### src/rtl/timer_mmss_counter_pkg.sv
// Shared types and limits for the MM:SS countdown datapath.
//   DIGIT_W  : width of one BCD digit
//   SEC_MAX  : highest seconds value (59)
//   MIN_MAX  : highest minutes value (99)
//   bcd2_t   : two-digit BCD value {tens, units}
package timer_pkg;

    localparam int unsigned DIGIT_W = 4;
    localparam int unsigned SEC_MAX = 59;
    localparam int unsigned MIN_MAX = 99;

    typedef struct packed {
        logic [DIGIT_W-1:0] tens;
        logic [DIGIT_W-1:0] units;
    } bcd2_t;

endpackage

### src/rtl/timer_mmss_counter_bcd2_updown.sv
// Two-digit BCD up/down register with a parameterised maximum.
//   clk, rst_n     : clock, async active-low reset
//   clr_i          : synchronous clear (highest priority)
//   inc_i          : +1, wraps MAX -> 0
//   dec_i          : -1, borrows 0 -> MAX
//   value_o        : registered value
//   next_c         : combinational next value
//   zero_c         : current value is 00
//   borrow_out_c   : decrement from 00 in this cycle
module bcd2_updown
    import timer_pkg::*;
#(
    parameter int unsigned MAX = 59
) (
    input  logic  clk,
    input  logic  rst_n,
    input  logic  clr_i,
    input  logic  inc_i,
    input  logic  dec_i,
    output bcd2_t value_o,
    output bcd2_t next_c,
    output logic  zero_c,
    output logic  borrow_out_c
);

    localparam bcd2_t MAX_BCD = {DIGIT_W'(MAX / 10), DIGIT_W'(MAX % 10)};
    localparam logic [DIGIT_W-1:0] NINE = DIGIT_W'(9);

    bcd2_t value_q, value_d;

    assign zero_c  = (value_q == '0);
    assign next_c  = value_d;
    assign value_o = value_q;

    // Next value: clear, then increment, then decrement.
    always_comb begin
        value_d      = value_q;
        borrow_out_c = 1'b0;
        if (clr_i) begin
            value_d = '0;
        end else if (inc_i) begin
            if (value_q == MAX_BCD) begin
                value_d = '0;
            end else if (value_q.units == NINE) begin
                value_d.units = '0;
                value_d.tens  = value_q.tens + DIGIT_W'(1);
            end else begin
                value_d.units = value_q.units + DIGIT_W'(1);
            end
        end else if (dec_i) begin
            if (zero_c) begin
                value_d      = MAX_BCD;
                borrow_out_c = 1'b1;
            end else if (value_q.units == '0) begin
                value_d.units = NINE;
                value_d.tens  = value_q.tens - DIGIT_W'(1);
            end else begin
                value_d.units = value_q.units - DIGIT_W'(1);
            end
        end
    end

    always_ff @(posedge clk or negedge rst_n) begin
        if (!rst_n) begin
            value_q <= '0;
        end else begin
            value_q <= value_d;
        end
    end

endmodule

### src/rtl/timer_mmss_counter.sv
// MM:SS countdown datapath: increment edge detectors, 1 s prescaler,
// BCD seconds/minutes registers and the finish flag.
//   TICK_DIV        : clock cycles per count tick (>= 2)
//   clk, rst_n      : clock, async active-low reset
//   enable_counter  : counting allowed
//   forward         : 1 = setting mode, 0 = countdown mode
//   reset_timer     : synchronous clear of value and prescaler
//   increment_seg   : level, each rising edge adds one second (no carry)
//   increment_min   : level, each rising edge adds one minute
//   sec_/min_ digits: registered BCD outputs
//   finish          : registered, counting down at 00:00
//   tick            : combinational prescaler wrap pulse
module timer_mmss_counter
    import timer_pkg::*;
#(
    parameter int unsigned TICK_DIV = 50_000_000
) (
    input  logic               clk,
    input  logic               rst_n,
    input  logic               enable_counter,
    input  logic               forward,
    input  logic               reset_timer,
    input  logic               increment_seg,
    input  logic               increment_min,
    output logic [DIGIT_W-1:0] sec_units,
    output logic [DIGIT_W-1:0] sec_tens,
    output logic [DIGIT_W-1:0] min_units,
    output logic [DIGIT_W-1:0] min_tens,
    output logic               finish,
    output logic               tick
);

    localparam int unsigned PRE_W = (TICK_DIV > 2) ? $clog2(TICK_DIV) : 1;
    localparam logic [PRE_W-1:0] PRE_LAST = PRE_W'(TICK_DIV - 1);

    logic             seg_q, min_q;
    logic             armed_q;
    logic [PRE_W-1:0] pre_q, pre_d;
    logic             finish_q, finish_d;

    logic  count_mode_c, tick_c;
    logic  seg_edge_c, min_edge_c;
    logic  sec_inc_c, min_inc_c, sec_dec_c, min_dec_c;
    logic  sec_zero_c, min_zero_c, sec_borrow_c;
    logic  min_borrow_unused;
    bcd2_t sec_val, min_val, sec_next_c, min_next_c;

    assign count_mode_c = enable_counter & ~forward;
    assign tick_c       = count_mode_c & (pre_q == PRE_LAST);
    assign tick         = tick_c;

    // armed_q masks the first cycle after reset so a held-high input is
    // captured as a level rather than seen as a fresh edge.
    assign seg_edge_c = increment_seg & ~seg_q & armed_q;
    assign min_edge_c = increment_min & ~min_q & armed_q;

    assign sec_inc_c = ~reset_timer & forward & seg_edge_c;
    assign min_inc_c = ~reset_timer & forward & min_edge_c;

    // Countdown holds at 00:00; minutes step only on a seconds borrow.
    assign sec_dec_c = ~reset_timer & tick_c & ~(sec_zero_c & min_zero_c);
    assign min_dec_c = sec_borrow_c;

    bcd2_updown #(.MAX(SEC_MAX)) u_sec (
        .clk          (clk),
        .rst_n        (rst_n),
        .clr_i        (reset_timer),
        .inc_i        (sec_inc_c),
        .dec_i        (sec_dec_c),
        .value_o      (sec_val),
        .next_c       (sec_next_c),
        .zero_c       (sec_zero_c),
        .borrow_out_c (sec_borrow_c)
    );

    bcd2_updown #(.MAX(MIN_MAX)) u_min (
        .clk          (clk),
        .rst_n        (rst_n),
        .clr_i        (reset_timer),
        .inc_i        (min_inc_c),
        .dec_i        (min_dec_c),
        .value_o      (min_val),
        .next_c       (min_next_c),
        .zero_c       (min_zero_c),
        .borrow_out_c (min_borrow_unused)
    );

    // Prescaler advances only in count mode; otherwise it keeps the partial second.
    always_comb begin
        pre_d = pre_q;
        if (reset_timer) begin
            pre_d = '0;
        end else if (count_mode_c) begin
            pre_d = tick_c ? '0 : pre_q + PRE_W'(1);
        end
    end

    assign finish_d = ~reset_timer & count_mode_c
                    & (sec_next_c == '0) & (min_next_c == '0);

    always_ff @(posedge clk or negedge rst_n) begin
        if (!rst_n) begin
            seg_q    <= 1'b0;
            min_q    <= 1'b0;
            armed_q  <= 1'b0;
            pre_q    <= '0;
            finish_q <= 1'b0;
        end else begin
            seg_q    <= increment_seg;
            min_q    <= increment_min;
            armed_q  <= 1'b1;
            pre_q    <= pre_d;
            finish_q <= finish_d;
        end
    end

    assign sec_units = sec_val.units;
    assign sec_tens  = sec_val.tens;
    assign min_units = min_val.units;
    assign min_tens  = min_val.tens;
    assign finish    = finish_q;

endmodule

### config.mk
export PLATFORM = sky130hd
export DESIGN_NAME = timer_mmss_counter
export DESIGN_NICKNAME = d
export VERILOG_FILES = /design/src/rtl/timer_mmss_counter_pkg.sv /design/src/rtl/timer_mmss_counter_bcd2_updown.sv /design/src/rtl/timer_mmss_counter.sv
export SDC_FILE = /design/constraint.sdc
export NUM_CORES = 1
export LEC_CHECK = 0
export CAP_MARGIN = 15
export CORE_ASPECT_RATIO = 1.4
export CORE_MARGIN = 5
export CORE_UTILIZATION = 54
export DETAILED_ROUTE_END_ITERATION = 12
export PLACE_DENSITY = 0.76
export SETUP_SLACK_MARGIN = 0.2
export SYNTH_ARGS = -nofsm -noshare
export SYNTH_HDL_FRONTEND = slang
export SYNTH_HIERARCHICAL = 1
export SYNTH_SLANG_ARGS = --single-unit
### constraint.sdc
create_clock -name clk -period 4.35 [get_ports clk]
set_input_delay 0.6525 -clock clk [delete_from_list [all_inputs] [get_ports clk]]
set_output_delay 0.6525 -clock clk [all_outputs]
set_load 0.02 [all_outputs]
======== Word level (Yosys, flattened, before mapping) ========
Cells that the tools add are included.
operators by class
  magnitude comparators ................... 0
  bitwise logic cells ..................... 20
  multiply operators ...................... 0
  div/mod/pow operators ................... 0
  shift-type cells ........................ 0
  reduce and logical (&&, ||, !) cells .... 7
  muxes and demuxes ....................... 25
  add/sub/neg operators ................... 9
  equality and inequality tests ........... 5
operators by type and width
  kind                     count
  $mux W8                  10
  $mux W26                 3
  $logic_not A8 Y1         4
  $mux W4                  8
  $add A26 B1 Y26 const B  1
  $eq A26 B26 Y1 const B   1
  $add A4 B1 Y4 const B    4
  $sub A4 B1 Y4 const B    4
  $and A1 B1 Y1            15
  $eq A4 B4 Y1 const B     2
  $eq A8 B7 Y1 const B     1
  $eq A8 B8 Y1 const B     1
  $logic_not A4 Y1         2
  $not A1 Y1               5
  $mux W1                  4
  $reduce_bool A2 Y1       1
word-level totals
  bits in latches ......................... 0
  input port bits ......................... 7
  register bits ........................... 46
  memories ................................ 0
  RAM bits ................................ 0
  ROM bits ................................ 0

======== Depth between registers and ports, before layout ========
Gate-level depths: netlist of the first run.
  depth in word-level cells ............... 13
  mapped depth ............................ 15
  depth with buffers taken out ............ 14

======== Hierarchy ========
The synthesis of the first run kept the hierarchy.
modules (own cells, without submodules)
  module                area an instance (µm²)  times used  cells an instance  sequential area each (µm²)
  timer_mmss_counter    1,911.8                 1           225                750.7
  bcd2_updown at u_sec  759.5                   1           87                 200.2
  bcd2_updown at u_min  730.7                   1           88                 200.2

======== Least setup slack after synthesis of the first run ========
OpenSTA, ideal clock, no wires.
  path type ............................... reg-to-reg
  start point ............................. register u_sec.value_q (netlist bit u_sec/value_o[4])
  end point ............................... register finish_q (netlist: finish)
  path buffers ............................ 1
  setup slack ............................. -104 ps
  cell stages (with the launch flop) ...... 15
  arrival ................................. 4,353 ps
  data required time ...................... 4,249 ps
  cells stage by stage .................... dfrtp_1 > inv_1 > ha_1 > nor3b_1 > and3_1 > a211oi_1 > nand4bb_4 > buf_6 > nor4b_1 > and4bb_4 > nand2b_1 > o21bai_1 > a211oi_1 > or4_1 > nor4_1
RTL lines
  element                 line                                  text
  from (decl)             timer_mmss_counter_bcd2_updown.sv:29  bcd2_t value_q, value_d;
  from (signal assigned)  timer_mmss_counter_bcd2_updown.sv:67  value_q <= value_d;
  to (signal assigned)    timer_mmss_counter.sv:113             finish_q <= finish_d;
  to (decl)               timer_mmss_counter.sv:39              logic finish_q, finish_d;

==> results of run 1 <==
[worst register-to-register path, delay by kind of cell, from the launching register on]
kind / cells / cell delay [ns]
and+or+nand+nor: 8 / 2.18
DFF: 1 / 0.46
AOI/OAI and AO/OA: 3 / 0.59
buffers and inverters: 1 / 0.19
adders and majority gates: 1 / 0.27
[worst max path at each step]
stage	startpoint	endpoint	slack, ns	cells past startpoint
after floorplan	u_sec/value_o[4]	finish	0.21	14
after global placement	enable_counter	finish	0.34	13
after detailed placement	enable_counter	finish	0.21	13
after CTS	pre_q[0]	finish	0.47	13
after global routing	pre_q[0]	finish	0.31	13
final	pre_q[0]	finish	0.57	13
[routing by layer]
| metal | vias up | global-route usage | wire length, um |
|---|---|---|---|
| met4 | 0 | 0.06511 | 166 |
| li1 | 1502 | - | - |
| met3 | 18 | 0.02951 | 302 |
| met5 | - | 0 | 0 |
| met2 | 100 | 0.3542 | 4250 |
| met1 | 1495 | 0.2485 | 3533 |
[timing repair]
item,CTS,global route
endpoints found under the setup margin,0,1
buffers inserted,0,0
gates resized for setup,0,1
[layout by cell type, fill, tap and decap left out, drive strengths merged, types with 2 or more instances in the layout]
cell type,n
clkdlybuf4s50,23
and3,6
a31o,2
nor3b,8
and4,2
ha,16
nand2b,10
a41oi,2
or2,3
mux2i,2
or4,5
o21bai,3
nor4b,2
nor2,31
nand3b,8
nand3,22
nand4,10
a2111oi,2
a221oi,2
nor4,12
nor3,16
o21a,2
a211oi,11
dfrtp,46
o21ai,15
buf,11
clkbuf,8
and2,2
or3,5
inv,17
a22oi,2
a31oi,20
xnor2,3
or2b,3
a21o,2
a21oi,27
nand2,38
[registers in the layout, summed over array words and instances (netlist names)]
register / flops
pre_q: 26
min_q: 1
armed_q: 1
u_min/value_o: 8
seg_q: 1
u_sec/value_o: 8
finish: 1
[power by group]
part / switching (mW) / internal (mW) / leakage (nW) / total [mW]
Sequential: 0.0107 / 0.434 / 0.633 / 0.445
Clock: 0.139 / 0.161 / 0.0575 / 0.300
Combinational: 0.0521 / 0.0366 / 0.736 / 0.0887
[layout make-up]
type | count | area share
Multi-Input combinational cell | 311 | 0.5398
Sequential cell | 46 | 0.3048
Timing Repair Buffer | 34 | 0.08549
Clock buffer | 8 | 0.02916
Tap cell | 72 | 0.02386
Inverter | 17 | 0.01690
==> results_dict.tcl, run 1 <==
set metrics [dict create \
    post-route-min-period_ns 3.778 \
    final_nets 438 \
    cts_max_level 2 \
    drv_cap 0 \
    num_vias 3115 \
    drive_gt1_frac 0.1082 \
    final_area_um2 3776 \
    syn_area_um2 3395 \
    run_status "complete, no violations" \
    core_area_um2 6168 \
    worst_pin_slew_ns 0.8232 \
    r2r_cells 13 \
    synth_nets 422 \
    routed_via_density 6.383 \
    hp-class "primary input to asynchronous set/reset pin" \
    setup_viol 0 \
    grt_remaining_overflow 0 \
    avgRoutedWirePerCell_um 16.91 \
    place_ws_ns 0.2128 \
    pin_count 25 \
    worstReg2RegStart "pre_q[0]" \
    critPathSlowestCell "or4_1" \
    drtIter0Drc 268 \
    rsz0062_at_grt "false" \
    setup_tns_ns 0 \
    fin_util 0.6122 \
    grt_pass1_wl_um 13590 \
    die_y_um 103.8 \
    ir_drop_mv 0.1672 \
    r2r_slack_ns 0.57 \
    antenna_found_initial 0 \
    grt_pass1_vias 2957 \
    drv_slew 0 \
    critPathLaunchType "flip-flop" \
    leakage_nw 1.426 \
    wl_um 8252 \
    syn_inst 399 \
    antennaDiodeCount 0 \
    multi_input_area_um2 2038 \
    cp.arrival_ns 3.98 \
    skew_ns 0.006737 \
    cp-end-kind "flip-flop" \
    crit_type "flip-flop to flip-flop" \
    fp.dieArea_um2 7994 \
    area.growth.synth_to_final_pct 11.24 \
    total_power_mw 0.8335 \
    seq_area_um2 1151 \
    grt_max_degree 47 \
    crit_required_ns 4.55 \
    syn-mean-instance-area_um2 8.508 \
    powerDensity_nw_per_um2 220.7 \
    place_hpwl_um 5828 \
    cts_tree "done" \
    initial_core_util 0.5503 \
    root_buffer "clkbuf_8" \
    grtUsageTotal 0.2009 \
    worstPathCellList "ha_1 -> nor4b_1 -> nand4_1 -> a211oi_2 -> nand4bb_4 -> nor4b_2 -> buf_4 -> and4bb_4 -> nand2b_1 -> o21bai_1 -> a211oi_1 -> or4_1 -> nor4_1" \
    cts_buffers 5 \
    row_count 34 \
    fin_cells 488 \
    timing.hold.ws_ns 0.1538 \
    path_clk_slew_ns 0.08 \
    n_fill_cell 541 \
    worst_r2r_endpoint "finish" \
    hold_viol 0 \
    cts.sinks 46 \
    max_slew_margin 0.4512 \
    critPathBufInv 1 \
    post-route-drc-count 0 \
    drtAntennaViolNets 0 \
    dp.cells 479 \
    first_pass_iters 5 \
    cts.path.max_buffers 2 \
    fmax_ghz 0.2647 \
    fin_ws_ns 0.5722 \
    gp_congestion 0.8700 \
    post_dp_cell_area_um2 3641 \
    period_share 0.8684 \
    crit_fanout 11 \
    clk_latency_ns 0.29 \
    yosys_warnings 6 \
    die_w_um 77.01 \
    cp_top_family "simple AND/OR/NAND/NOR gates" \
    cpPeakStageDelay_ns 0.52 \
    ctsHoldBuffers 0 \
    io_buffers 24 \
]
(Power assumes the default switching activity.)
==> run 2, diff against run 1 <==
--- a/config.mk
+++ b/config.mk
@@ -8,9 +8,9 @@
 export CAP_MARGIN = 15
 export CORE_ASPECT_RATIO = 1.4
 export CORE_MARGIN = 5
-export CORE_UTILIZATION = 54
+export CORE_UTILIZATION = 55
 export DETAILED_ROUTE_END_ITERATION = 12
-export PLACE_DENSITY = 0.76
+export PLACE_DENSITY = 0.75
 export SETUP_SLACK_MARGIN = 0.2
 export SYNTH_ARGS = -nofsm -noshare
 export SYNTH_HDL_FRONTEND = slang
==> constraint.sdc (replaced) <==
create_clock -name clk -period 4.2 [get_ports clk]
set_input_delay 0.63 -clock clk [delete_from_list [all_inputs] [get_ports clk]]
set_output_delay 0.63 -clock clk [all_outputs]
set_load 0.02 [all_outputs]
==> run 2 against run 1 <==
- wire length rose by 4.5%
- clock skew barely moved
- first-iteration DRC count fell by 19%
- non-clock buffer count did not move
- flip-flop and latch count did not move
- cell count did not move
- largest cell class unchanged
- die area fell by 1.6%
- count of clock-buffer cells in the layout did not move
- setup slack got worse by 0.036 ns
- utilization rose by 0.53 points
- critical path depth fell by 1
- clock power rose by 5%
==> results_dict.tcl, run 2 (synthesis gave the netlist of run 1 again) <==
set metrics [dict create \
    avgRoutedWirePerCell_um 17.67 \
    hold_viol 0 \
    worstPathCellList "ha_1 -> nor4b_1 -> nand4_1 -> a211oi_2 -> nand4bb_4 -> nor4b_4 -> and4bb_4 -> nand2b_1 -> o21bai_1 -> a211oi_1 -> or4_1 -> nor4_1" \
    antennaDiodeCount 0 \
    largest_reg_flops 26 \
    layout_common_cells "dfrtp_1 (46), nand2_1 (38), nor2_1 (31)" \
    grt_pass1_vias 3113 \
    comb_power_share 0.105 \
    powerDensity_nw_per_um2 229.0 \
    crit_type "flip-flop to flip-flop" \
    post-route-min-period_ns 3.663 \
    first_pass_iters 6 \
    gp_congestion 0.8541 \
    critPathSlowestCell "or4_1" \
    cp-end-kind "flip-flop" \
    cts.path.max_buffers 2 \
    drtAntennaViolNets 0 \
    wl_um 8625 \
    timing.hold.ws_ns 0.5059 \
    fp.dieArea_um2 7865 \
    crit_fanout 7 \
    p_sw_frac 0.2468 \
    critPathLaunchType "flip-flop" \
    pwr-share-clk 0.364 \
    die_w_um 76.40 \
    rsz0062_at_grt "false" \
    pin_count 25 \
    cts_max_level 2 \
    grt_remaining_overflow 0 \
    initial_core_util 0.5541 \
    hp-class "primary input to asynchronous set/reset pin" \
    seq_power_share 0.531 \
    grtUsageTotal 0.2192 \
    run_status "complete, no violations" \
    place_hpwl_um 6077 \
    worst_pin_slew_ns 1.033 \
    io_buffers 24 \
    core_area_um2 6126 \
    clk_latency_ns 0.30 \
    cts.sinks 46 \
    routed_via_density 6.586 \
    r2r_cells 12 \
    antenna_found_initial 0 \
    startpoint "pre_q[0]" \
    period_share 0.8722 \
    fmax_ghz 0.2730 \
    ir_drop_mv 0.1444 \
    root_buffer "clkbuf_8" \
    cts_tree "done" \
    setup_viol 0 \
    worst_r2r_endpoint "finish" \
    cp.arrival_ns 3.86 \
    drtIter0Drc 216 \
    drive_gt1_frac 0.1130 \
    n_fill_cell 552 \
    post-route-drc-count 0 \
    cpPeakStageDelay_ns 0.52 \
    path_clk_slew_ns 0.09 \
    final_nets 438 \
    endpoint "finish" \
    mostFrequentLayoutCell "dfrtp_1" \
    seq_area_um2 1151 \
    crit_required_ns 4.40 \
    setup_tns_ns 0 \
    drv_cap 0 \
    grt_pass1_wl_um 14390 \
    r2r_slack_ns 0.54 \
    leakage_nw 1.427 \
    die_y_um 103.0 \
    ctsHoldBuffers 0 \
    worstReg2RegStart "pre_q[0]" \
    grt_max_degree 47 \
    multi_input_area_um2 2057 \
    skew_ns 0.006862 \
    drv_slew 0 \
    row_count 34 \
    max_slew_margin 0.3111 \
    num_vias 3214 \
    p_int_mw 0.6525 \
    area.growth.synth_to_final_pct 11.43 \
    p_sw_mw 0.2138 \
    top_register "pre_q" \
    cts_buffers 5 \
]
[run 2: cell count changes in the layout (fill, tap and decap cells not counted)]
cell	change
buf_12	-1
buf_4	+1
nand3_1	-2
nand3_2	+2
nor4b_2	-1
nor4b_4	+1
[run 2: power by group through the flow]
stage,clock network (mW),logic (mW),registers (mW)
after detailed placement,0,0.0901,0.469
after global routing,0.344,0.100,0.462
after global placement,0,0.0894,0.469
after floorplan,0,0.0541,0.469
after CTS,0.326,0.0907,0.460
final,0.315,0.0910,0.460
[run 2: critical path, delay by kind of cell (launching register included)]
kind            cells  cell delay, ns
fa+ha+maj           1            0.27
flops               1            0.45
compound gates      3            0.61
simple gates        8            2.22
[run 2: worst min path at each step]
stage	from	slack, ns	cells past startpoint	end
2_1_floorplan	rst_n	0.33	0	armed_q
5_1_grt	pre_q[23]	0.54	1	pre_q[23]
3_5_place_dp	pre_q[23]	0.50	1	pre_q[23]
3_3_place_gp	pre_q[22]	0.50	1	pre_q[22]
6_report	rst_n	0.51	1	u_min/value_o[6]
4_1_cts	pre_q[23]	0.51	1	pre_q[23]
[run 2: final cells by class]
class	count	area share
multi-input cells	311	0.5438
flip-flops and latches	46	0.3043
repair buffers	34	0.08204
inverters	17	0.01687
clock buffers	8	0.02911
well taps	72	0.02382
[run 2: what timing repair did]
item | in CTS | in global routing
setup buffers | 0 | 0
endpoints found under the setup margin | 0 | 1
resized for setup | 0 | 3
[run 2: stage by stage]
step	setup WS (ns)	instance area [um2]	std cells	power, mW	utilization
3_5_place_dp	0.2469	3654	480	0.5592	0.5964
5_1_grt	0.2177	3782	488	0.9066	0.6174
4_1_cts	0.4802	3764	488	0.8768	0.6144
2_1_floorplan	0.2927	3406	399	0.5234	-
6_report	0.5366	3782	488	0.8663	0.6174
3_3_place_gp	0.3424	3654	480	0.5581	0.5964
[run 2: routing by layer]
metal,global-route usage,wire length (um)
met5,0,0
met4,0.09960,208
met1,0.2462,3465
met2,0.4109,4595
met3,0.03059,357
